## src/rtl/seq_pkg.sv

```systemverilog
// Shared state encoding and default widths for the MPU command sequencer.
package seq_pkg;

   localparam int STATE_W         = 6;
   localparam int DEF_ADDR_ROM_SZ = 4;
   localparam int DEF_ADDR_OPM_SZ = 4;
   localparam int DEF_DATA_OPM_SZ = 16;
   localparam int TMO_W           = 20;

   // One-hot: any other pattern is treated as a corrupted state.
   typedef enum logic [STATE_W-1:0] {
      ST_IDLE  = 6'b000001,
      ST_FETCH = 6'b000010,
      ST_ISSUE = 6'b000100,
      ST_WAIT  = 6'b001000,
      ST_STORE = 6'b010000,
      ST_NEXT  = 6'b100000
   } seq_state_e;

endpackage

```

## src/rtl/seq_watchdog.sv

```systemverilog
// Cycle watchdog: counts while enabled, restarts on clear, flags expiry on the
// TMO_CYC-th enabled cycle.
module seq_watchdog
   import seq_pkg::*;
#(
   parameter logic [TMO_W-1:0] TMO_CYC = 20'd500_000
) (
   input  logic CLK,
   input  logic RST,
   input  logic clear,
   input  logic enable,
   output logic expired
);

   logic [TMO_W-1:0] r_cnt;

   always_ff @(posedge CLK) begin
      if (RST || clear) begin
         r_cnt <= '0;
      end else if (enable && !expired) begin
         r_cnt <= r_cnt + TMO_W'(1);
      end
   end

   assign expired = enable && (r_cnt >= TMO_CYC - TMO_W'(1));

endmodule

```

## src/rtl/mpu_sequencer.sv

```systemverilog
// Walks the command ROM, hands each command to the controller and stores read
// results in the OPM. Define SEQ_LOOP_EN to keep polling while I_START is high.
module mpu_sequencer
   import seq_pkg::*;
#(
   parameter int                     ADDR_ROM_SZ = DEF_ADDR_ROM_SZ,
   parameter int                     ADDR_OPM_SZ = DEF_ADDR_OPM_SZ,
   parameter int                     DATA_OPM_SZ = DEF_DATA_OPM_SZ,
   parameter int                     RXD_SZ      = 24,
   parameter logic [ADDR_ROM_SZ-1:0] LAST_CMD    = 4'd9,
   parameter logic [ADDR_ROM_SZ-1:0] LOOP_ADDR   = 4'd3,
   parameter logic [TMO_W-1:0]       TMO_CYC     = 20'd500_000
) (
   input  logic                   CLK,
   input  logic                   RST,
   input  logic                   I_START,
   input  logic                   I_CTRL_BUSY,
   input  logic [1:0]             I_CTRL_FL,
   input  logic                   I_CTRL_ERR,
   input  logic [RXD_SZ-1:0]      I_RXD_BUFF,
   output logic [ADDR_ROM_SZ-1:0] O_ADDR_ROM,
   output logic                   O_EN_CTRL,
   output logic                   O_WE_OPM,
   output logic [ADDR_OPM_SZ-1:0] O_ADDR_OPM,
   output logic [DATA_OPM_SZ-1:0] O_DATA_OPM,
   output logic                   O_BUSY,
   output logic                   O_DONE,
   output logic                   O_ERR
);

   seq_state_e             r_state;
   seq_state_e             w_next;
   logic [ADDR_ROM_SZ-1:0] r_addr_rom;
   logic [ADDR_OPM_SZ-1:0] r_addr_opm;
   logic                   r_rd;
   logic                   r_busy;
   logic                   r_done;
   logic                   r_err;
   logic                   w_last;
   logic                   w_expired;
   logic                   w_fault;
   logic                   w_wd_clear;
   logic                   w_wd_enable;
   logic                   w_unused;

   assign w_last      = (r_addr_rom == LAST_CMD);
   assign w_wd_enable = (r_state == ST_ISSUE) || (r_state == ST_WAIT);
   assign w_wd_clear  = (w_next != r_state) && ((w_next == ST_ISSUE) || (w_next == ST_WAIT));
   // Timeout and controller error share one path, so coincident events count once.
   assign w_fault     = (r_state != ST_IDLE) && (I_CTRL_ERR || w_expired);

   seq_watchdog #(.TMO_CYC(TMO_CYC)) u_watchdog (
      .CLK     (CLK),
      .RST     (RST),
      .clear   (w_wd_clear),
      .enable  (w_wd_enable),
      .expired (w_expired)
   );

   always_ff @(posedge CLK) begin
      if (RST) r_state <= ST_IDLE;
      else     r_state <= w_next;
   end

   always_comb begin
      w_next = r_state;
      case (r_state)
         ST_IDLE:  if (I_START) w_next = ST_FETCH;
         ST_FETCH: w_next = ST_ISSUE;
         ST_ISSUE: if (I_CTRL_BUSY) w_next = ST_WAIT;
         ST_WAIT:  if (!I_CTRL_BUSY) w_next = r_rd ? ST_STORE : ST_NEXT;
         ST_STORE: w_next = ST_NEXT;
`ifdef SEQ_LOOP_EN
         ST_NEXT:  w_next = (w_last && !I_START) ? ST_IDLE : ST_FETCH;
`else
         ST_NEXT:  w_next = w_last ? ST_IDLE : ST_FETCH;
`endif
         default:  w_next = ST_IDLE;
      endcase
      if (w_fault) w_next = ST_IDLE;
   end

   always_comb begin
      O_EN_CTRL  = 1'b0;
      O_WE_OPM   = 1'b0;
      O_DATA_OPM = '0;
      if (r_state == ST_ISSUE) O_EN_CTRL = 1'b1;
      if (r_state == ST_STORE) begin
         O_WE_OPM   = 1'b1;
         O_DATA_OPM = I_RXD_BUFF[DATA_OPM_SZ-1:0];
      end
   end

   always_ff @(posedge CLK) begin
      if (RST) begin
         r_addr_rom <= '0;
         r_addr_opm <= '0;
         r_rd       <= 1'b0;
         r_busy     <= 1'b0;
         r_done     <= 1'b0;
         r_err      <= 1'b0;
      end else if (w_fault) begin
         r_busy <= 1'b0;
         r_err  <= 1'b1;
      end else begin
         case (r_state)
            ST_IDLE: if (I_START) begin
               r_addr_rom <= '0;
               r_addr_opm <= '0;
               r_busy     <= 1'b1;
               r_done     <= 1'b0;
               r_err      <= 1'b0;
            end
            ST_ISSUE: if (I_CTRL_BUSY) r_rd <= I_CTRL_FL[0];
            ST_STORE: r_addr_opm <= r_addr_opm + ADDR_OPM_SZ'(1);
            ST_NEXT: begin
               if (!w_last) begin
                  r_addr_rom <= r_addr_rom + ADDR_ROM_SZ'(1);
`ifdef SEQ_LOOP_EN
               end else if (I_START) begin
                  r_addr_rom <= LOOP_ADDR;
                  r_addr_opm <= '0;
`endif
               end else begin
                  r_busy <= 1'b0;
                  r_done <= 1'b1;
               end
            end
            ST_FETCH, ST_WAIT: begin
            end
            default: begin
               r_busy <= 1'b0;
               r_err  <= 1'b1;
            end
         endcase
      end
   end

   assign O_ADDR_ROM = r_addr_rom;
   assign O_ADDR_OPM = r_addr_opm;
   assign O_BUSY     = r_busy;
   assign O_DONE     = r_done;
   assign O_ERR      = r_err;

`ifdef SEQ_LOOP_EN
   assign w_unused = &{1'b0, I_CTRL_FL[1], I_RXD_BUFF[RXD_SZ-1:DATA_OPM_SZ]};
`else
   assign w_unused = &{1'b0, I_CTRL_FL[1], I_RXD_BUFF[RXD_SZ-1:DATA_OPM_SZ], LOOP_ADDR};
`endif

endmodule

```

## config.mk

```make
export PLATFORM = sky130hd
export DESIGN_NAME = mpu_sequencer
export DESIGN_NICKNAME = d
export VERILOG_FILES = /design/src/rtl/seq_pkg.sv /design/src/rtl/seq_watchdog.sv /design/src/rtl/mpu_sequencer.sv
export SDC_FILE = /design/constraint.sdc
export NUM_CORES = 1
export LEC_CHECK = 0
export ABC_AREA = 0
export CORE_MARGIN = 5
export CORE_UTILIZATION = 47
export DETAILED_ROUTE_END_ITERATION = 10
export MAX_ROUTING_LAYER = met4
export PLACE_DENSITY = 0.88
export SYNTH_ARGS = -nofsm -noshare
export SYNTH_HDL_FRONTEND = slang
export SYNTH_SLANG_ARGS = --single-unit
export TNS_END_PERCENT = 100
```

## constraint.sdc

```tcl
create_clock -name CLK -period 2.6 [get_ports CLK]
set_clock_uncertainty 0.15 [all_clocks]
set_input_delay 0.65 -clock CLK [delete_from_list [all_inputs] [get_ports CLK]]
set_output_delay 0.65 -clock CLK [all_outputs]
set_load 0.005 [all_outputs]
```

After elaboration in Yosys (flattened, before gate mapping)
Index checks and enable logic that the tools add are counted.

Logic and storage cells: 72. Memories kept: 0. Bits in latches: 0. Output and inout port bits: 29. ROM bits: 0. Input port bits: 31. RAM bits: 0. Register bits: 38.

Multipliers: 0. Reduce and logical (&&, ||, !) cells: 20. Muxes and demuxes: 22. Div/mod/pow operators: 0. Add/sub/neg operators: 3. Bitwise logic cells: 2. Shift-type cells: 0. Magnitude comparators: 1. Eq/ne operators: 16.

Operator list (count): $pmux 6 s6 (1); $mux 6 (5); $add 20x1->20 const B (1); $ge 20x19->1 const B (1); $mux 16 (1); $pmux 4 s2 (2); $eq 6x3->1 const B (2); $eq 6x4->1 const B (2); $reduce_and 3->1 (3); $add 4x1->4 const B (2); $mux 4 (2); $reduce_and 4->1 (2); $mux 1 (7); $eq 6x1->1 const B (1); $eq 6x2->1 const B (1); $eq 6x5->1 const B (1); $eq 6x6->1 const B (1); $ne 2x2->1 const B (3); $ne 6x1->1 const B (1); $ne 6x6->1 (1); $reduce_or 5->1 (1); $eq 4x4->1 const B (1); $logic_and 1x1->1 (4); $logic_or 1x1->1 (4); other kinds (11) (14).

Longest topological paths before layout
Depth in word-level cells: 10. Mapped depth: 8. Mapped depth without buffers: 8.

Hierarchy
From an unflattened synthesis, not the netlist that was laid out.

Cells, all modules: 275. Area, all modules: 2232.1 um^2.

By module, submodules not included: mpu_sequencer (cells each 147, times used 1, sequential area each 360.3 um^2, area each 1156.1 um^2); seq_watchdog (cells each 128, times used 1, sequential area each 400.4 um^2, area each 1076.0 um^2).

Least setup slack after synthesis
Ideal clock, no wire load.

Kind: flip-flop to output port. Start point: register r_state[2]. End point: output port O_DATA_OPM[10]. Stages on the path, launching flop included: 6. Path slack: 0.480 ns. Buffers on the path: 1. Data required time: 1.800 ns. Arrival time: 1.320 ns. Cells stage by stage: dfxtp_1 nor2_1 nand4b_1 inv_1 clkbuf_1 and2_1.

Cells in the longest elaborated chain, start to end: 2.

RTL lines: from (decl) (RTL line mpu_sequencer.sv:31) `seq_state_e r_state;`; from (signal assigned) (RTL line mpu_sequencer.sv:62) `else r_state <= w_next;`; $eq 6x5->1 (RTL line mpu_sequencer.sv:88) `if (r_state == ST_STORE) begin`; $mux 16 (RTL line mpu_sequencer.sv:88); to (decl) (RTL line mpu_sequencer.sv:25) `output logic [DATA_OPM_SZ-1:0] O_DATA_OPM,`.

No other way between the ends.

Worst setup path in the final report
Start point: register r_state[5]. End point: output port O_EN_CTRL.

Cells in the longest elaborated chain, start to end: 2.

RTL lines: $eq 6x3->1 (RTL line mpu_sequencer.sv:87) `if (r_state == ST_ISSUE) O_EN_CTRL = 1'b1;`; $mux 1 (RTL line mpu_sequencer.sv:87); to (decl) (RTL line mpu_sequencer.sv:22) `output logic O_EN_CTRL,`.

No other way between the ends.

==> impl_metrics.yaml <==
setup_path:
  worst_path_max_delay_cell: "or4_4"
  start_kind: "register"
  required_ns: 1.80
  max_stage_delay_ns: 0.50
  critical_path_class: "reg2out"
  critPathMaxFanout: 7
  worstPathCellList: "or4_4 -> nor3b_4 -> buf_4 -> dlygate4sd2_1"
  cp-end-kind: "primary output"
  worstPathArrival_ns: 1.72
clock_network:
  cts_max_path_buffers: 2
  numClockSinks: 38
  cts_made_buffers: 5
  cts_hold_buf: 0
  htreeDepth: 2
  cts_tree: "yes"
  cts_root_buffer: "clkbuf_8"
  path_clk_slew_ns: 0.08
  insertion_delay_ns: 0.29
global_route:
  antenna_found_initial: 0
  grt_pass1_vias: 2027
  grt_first_pass_wirelength_um: 8980
  grt_max_degree: 21
  grtUsageTotal: 0.209
  grt-ovfl-total: 0
route:
  vias_per_cell: 5.76
  wirelength_um: 5780
  num_vias: 2097
  drt_iter0_drc: 209
  dr.pass1.iters: 5
  detail_route.wl_per_cell_um: 15.9
  ant_nets: 0
  drc: 0
placement:
  portBuffers: 50
  hpwl_um: 3640
  gp_congestion: 0.813
  postPlaceCellArea_um2: 2600
floorplanning:
  start_util: 0.494
  die_w_um: 75.5
  rows: 23
  design.die.area_um2: 5700
  die_h_um: 75.5
  core_area_um2: 4090
  ios: 60
synthesis:
  syn_area_um2: 2020
  synth_top_area_share: 0.377
  yosysTopAreaCell: "dfxtp_1"
  ys_warn_count: 0
  synth_enable_flop_cells: 0
  ys_types: 46
  avgSynthCellArea_um2: 8.48
  ys.flop_type: "dfxtp_1"
  synth.area.top_cells: "dfxtp_1, nor2_1, and2_1"
  seq_area_frac_synth: 0.377
  synth_cells: 238
  synthArstFlopShare: 0
  yosys_register_bits: 38
  syn_nets: 273
timing:
  tightest_slew_ns: 0.761
  hold_slack_ns: 0.320
  min_period_ns: 2.52
  max_slew_margin: 0.488
  timing.final.crit_share: 0.969
  max_freq_mhz: 397
  finalHoldViolCount: 0
  setup_violations: 0
  drv_slew: 0
final_layout:
  final_common_cell: "dfxtp_1"
  layout_common_cells: "dfxtp_1, nor2_1, clkdlybuf4s50_1, buf_4, and2_1"
  utilization: 0.717
  final_net_count: 349
  stdcell_area_um2: 2930
  fillCellCount: 300
  drive_gt1_frac: 0.178
  area_growth_pct: 45.2
  diodes: 0
flow_run:
  max-cap-violations: 0
power_and_ir_drop:
  power_leakage_nw: 1.38
  power_density_nw_per_um2: 373
  finalPower_mw: 1.09
  ir_drop_mv: 0.309
status:
  status: "completed"
hold_path:
  hp-class: "reg2reg"
-- sequential cells by signal, indices dropped and copies added (netlist names) --
register / flops
u_watchdog.r_cnt: 20
r_state: 6
O_ADDR_OPM: 4
O_ADDR_ROM: 4
O_BUSY: 1
O_DONE: 1
O_ERR: 1
r_rd: 1
-- kinds of logic (layout without fill, tap and decap cells) --
family | after synthesis | in the layout | share of synthesized area
AOI/OAI and AO/OA | 33 | 33 | 0.102
buffers and inverters | 16 | 89 | 0.0409
DFF | 38 | 38 | 0.377
muxes | 2 | 2 | 0.00992
adders and majority gates | 4 | 4 | 0.0248
xor gates and xnor gates | 18 | 18 | 0.0781
and+or+nand+nor | 127 | 130 | 0.368
-- routing by layer --
metal  vias to the layer above  GRT usage  part of all wire
li1                       1000          -                 -
met3                         9     0.0580             0.082
met4                         0     0.0777             0.016
met2                        83      0.351              0.50
met5                         -          -                 0
met1                      1005      0.237              0.40
-- area by class of cell --
class                           instances  area (µm²)  share of cell area
Clock buffer                            5        68.8              0.0235
Clock inverter                          2        10.0             0.00342
Inverter                                6        27.5             0.00939
Multi-Input combinational cell        187        1240               0.423
Sequential cell                        38         769               0.263
Tap cell                               50        62.6              0.0213
Timing Repair Buffer                   74         738               0.252
Timing Repair inverter                  2        15.0             0.00512
-- path summary, 6_finish.rpt --
check / cells past startpoint / slack (ns) / endpoint / startpoint
min: 2 / 0.32 / O_DONE$_SDFFE_PP0P_ / O_DONE$_SDFFE_PP0P_
max reg2reg: 10 / 0.10 / u_watchdog.r_cnt[15]$_SDFFE_PP0P_ / r_state[5]$_SDFF_PP0_
min reg2reg: 2 / 0.32 / O_DONE$_SDFFE_PP0P_ / O_DONE$_SDFFE_PP0P_
max: 4 / 0.08 / O_EN_CTRL / r_state[5]$_SDFF_PP0_
-- metrics by stage --
| stage | TNS (ns) | setup slack [ns] | cells |
|---|---|---|---|
| 2_1_floorplan | 0 | 0.480 | 238 |
| 4_1_cts | -0.291 | -0.0311 | 358 |
| 6_report | 0 | 0.0799 | 364 |
| 3_5_place_dp | 0 | 0.00892 | 339 |
| 3_3_place_gp | 0 | 0.0755 | 339 |
| 5_1_grt | -0.00552 | -0.00521 | 364 |
-- where the power goes --
part / total (mW) / internal, mW / switching (mW)
combinational: 0.119 / 0.0669 / 0.0526
clock: 0.383 / 0.180 / 0.203
sequential: 0.591 / 0.587 / 0.00379
-- cell usage after synthesis, types with 6 or more instances --
library cell and n:
nor2_1 34, and2_1 20, dfxtp_1 38, xor2_1 14, and3_1 6, nand3b_1 6, nand4_1 8, a21oi_1 11
nand3_1 9, o21ai_0 10, nand2_1 9, inv_1 6
-- timing repair --
action / 4_1_cts / 5_1_grt
pin swaps: 5 / 7
setup buffers: 10 / 6
cloned: 2 / 3
setup endpoints to repair: 18 / 37
resized for setup: 12 / 27
-- critical path, delay by kind of cell, from the launching register on --
| family | cells | cell delay, ns |
|---|---|---|
| flops | 1 | 0.37 |
| buf+inv | 2 | 0.35 |
| simple gates | 2 | 0.71 |
Power figures use the tool's default switching activity.
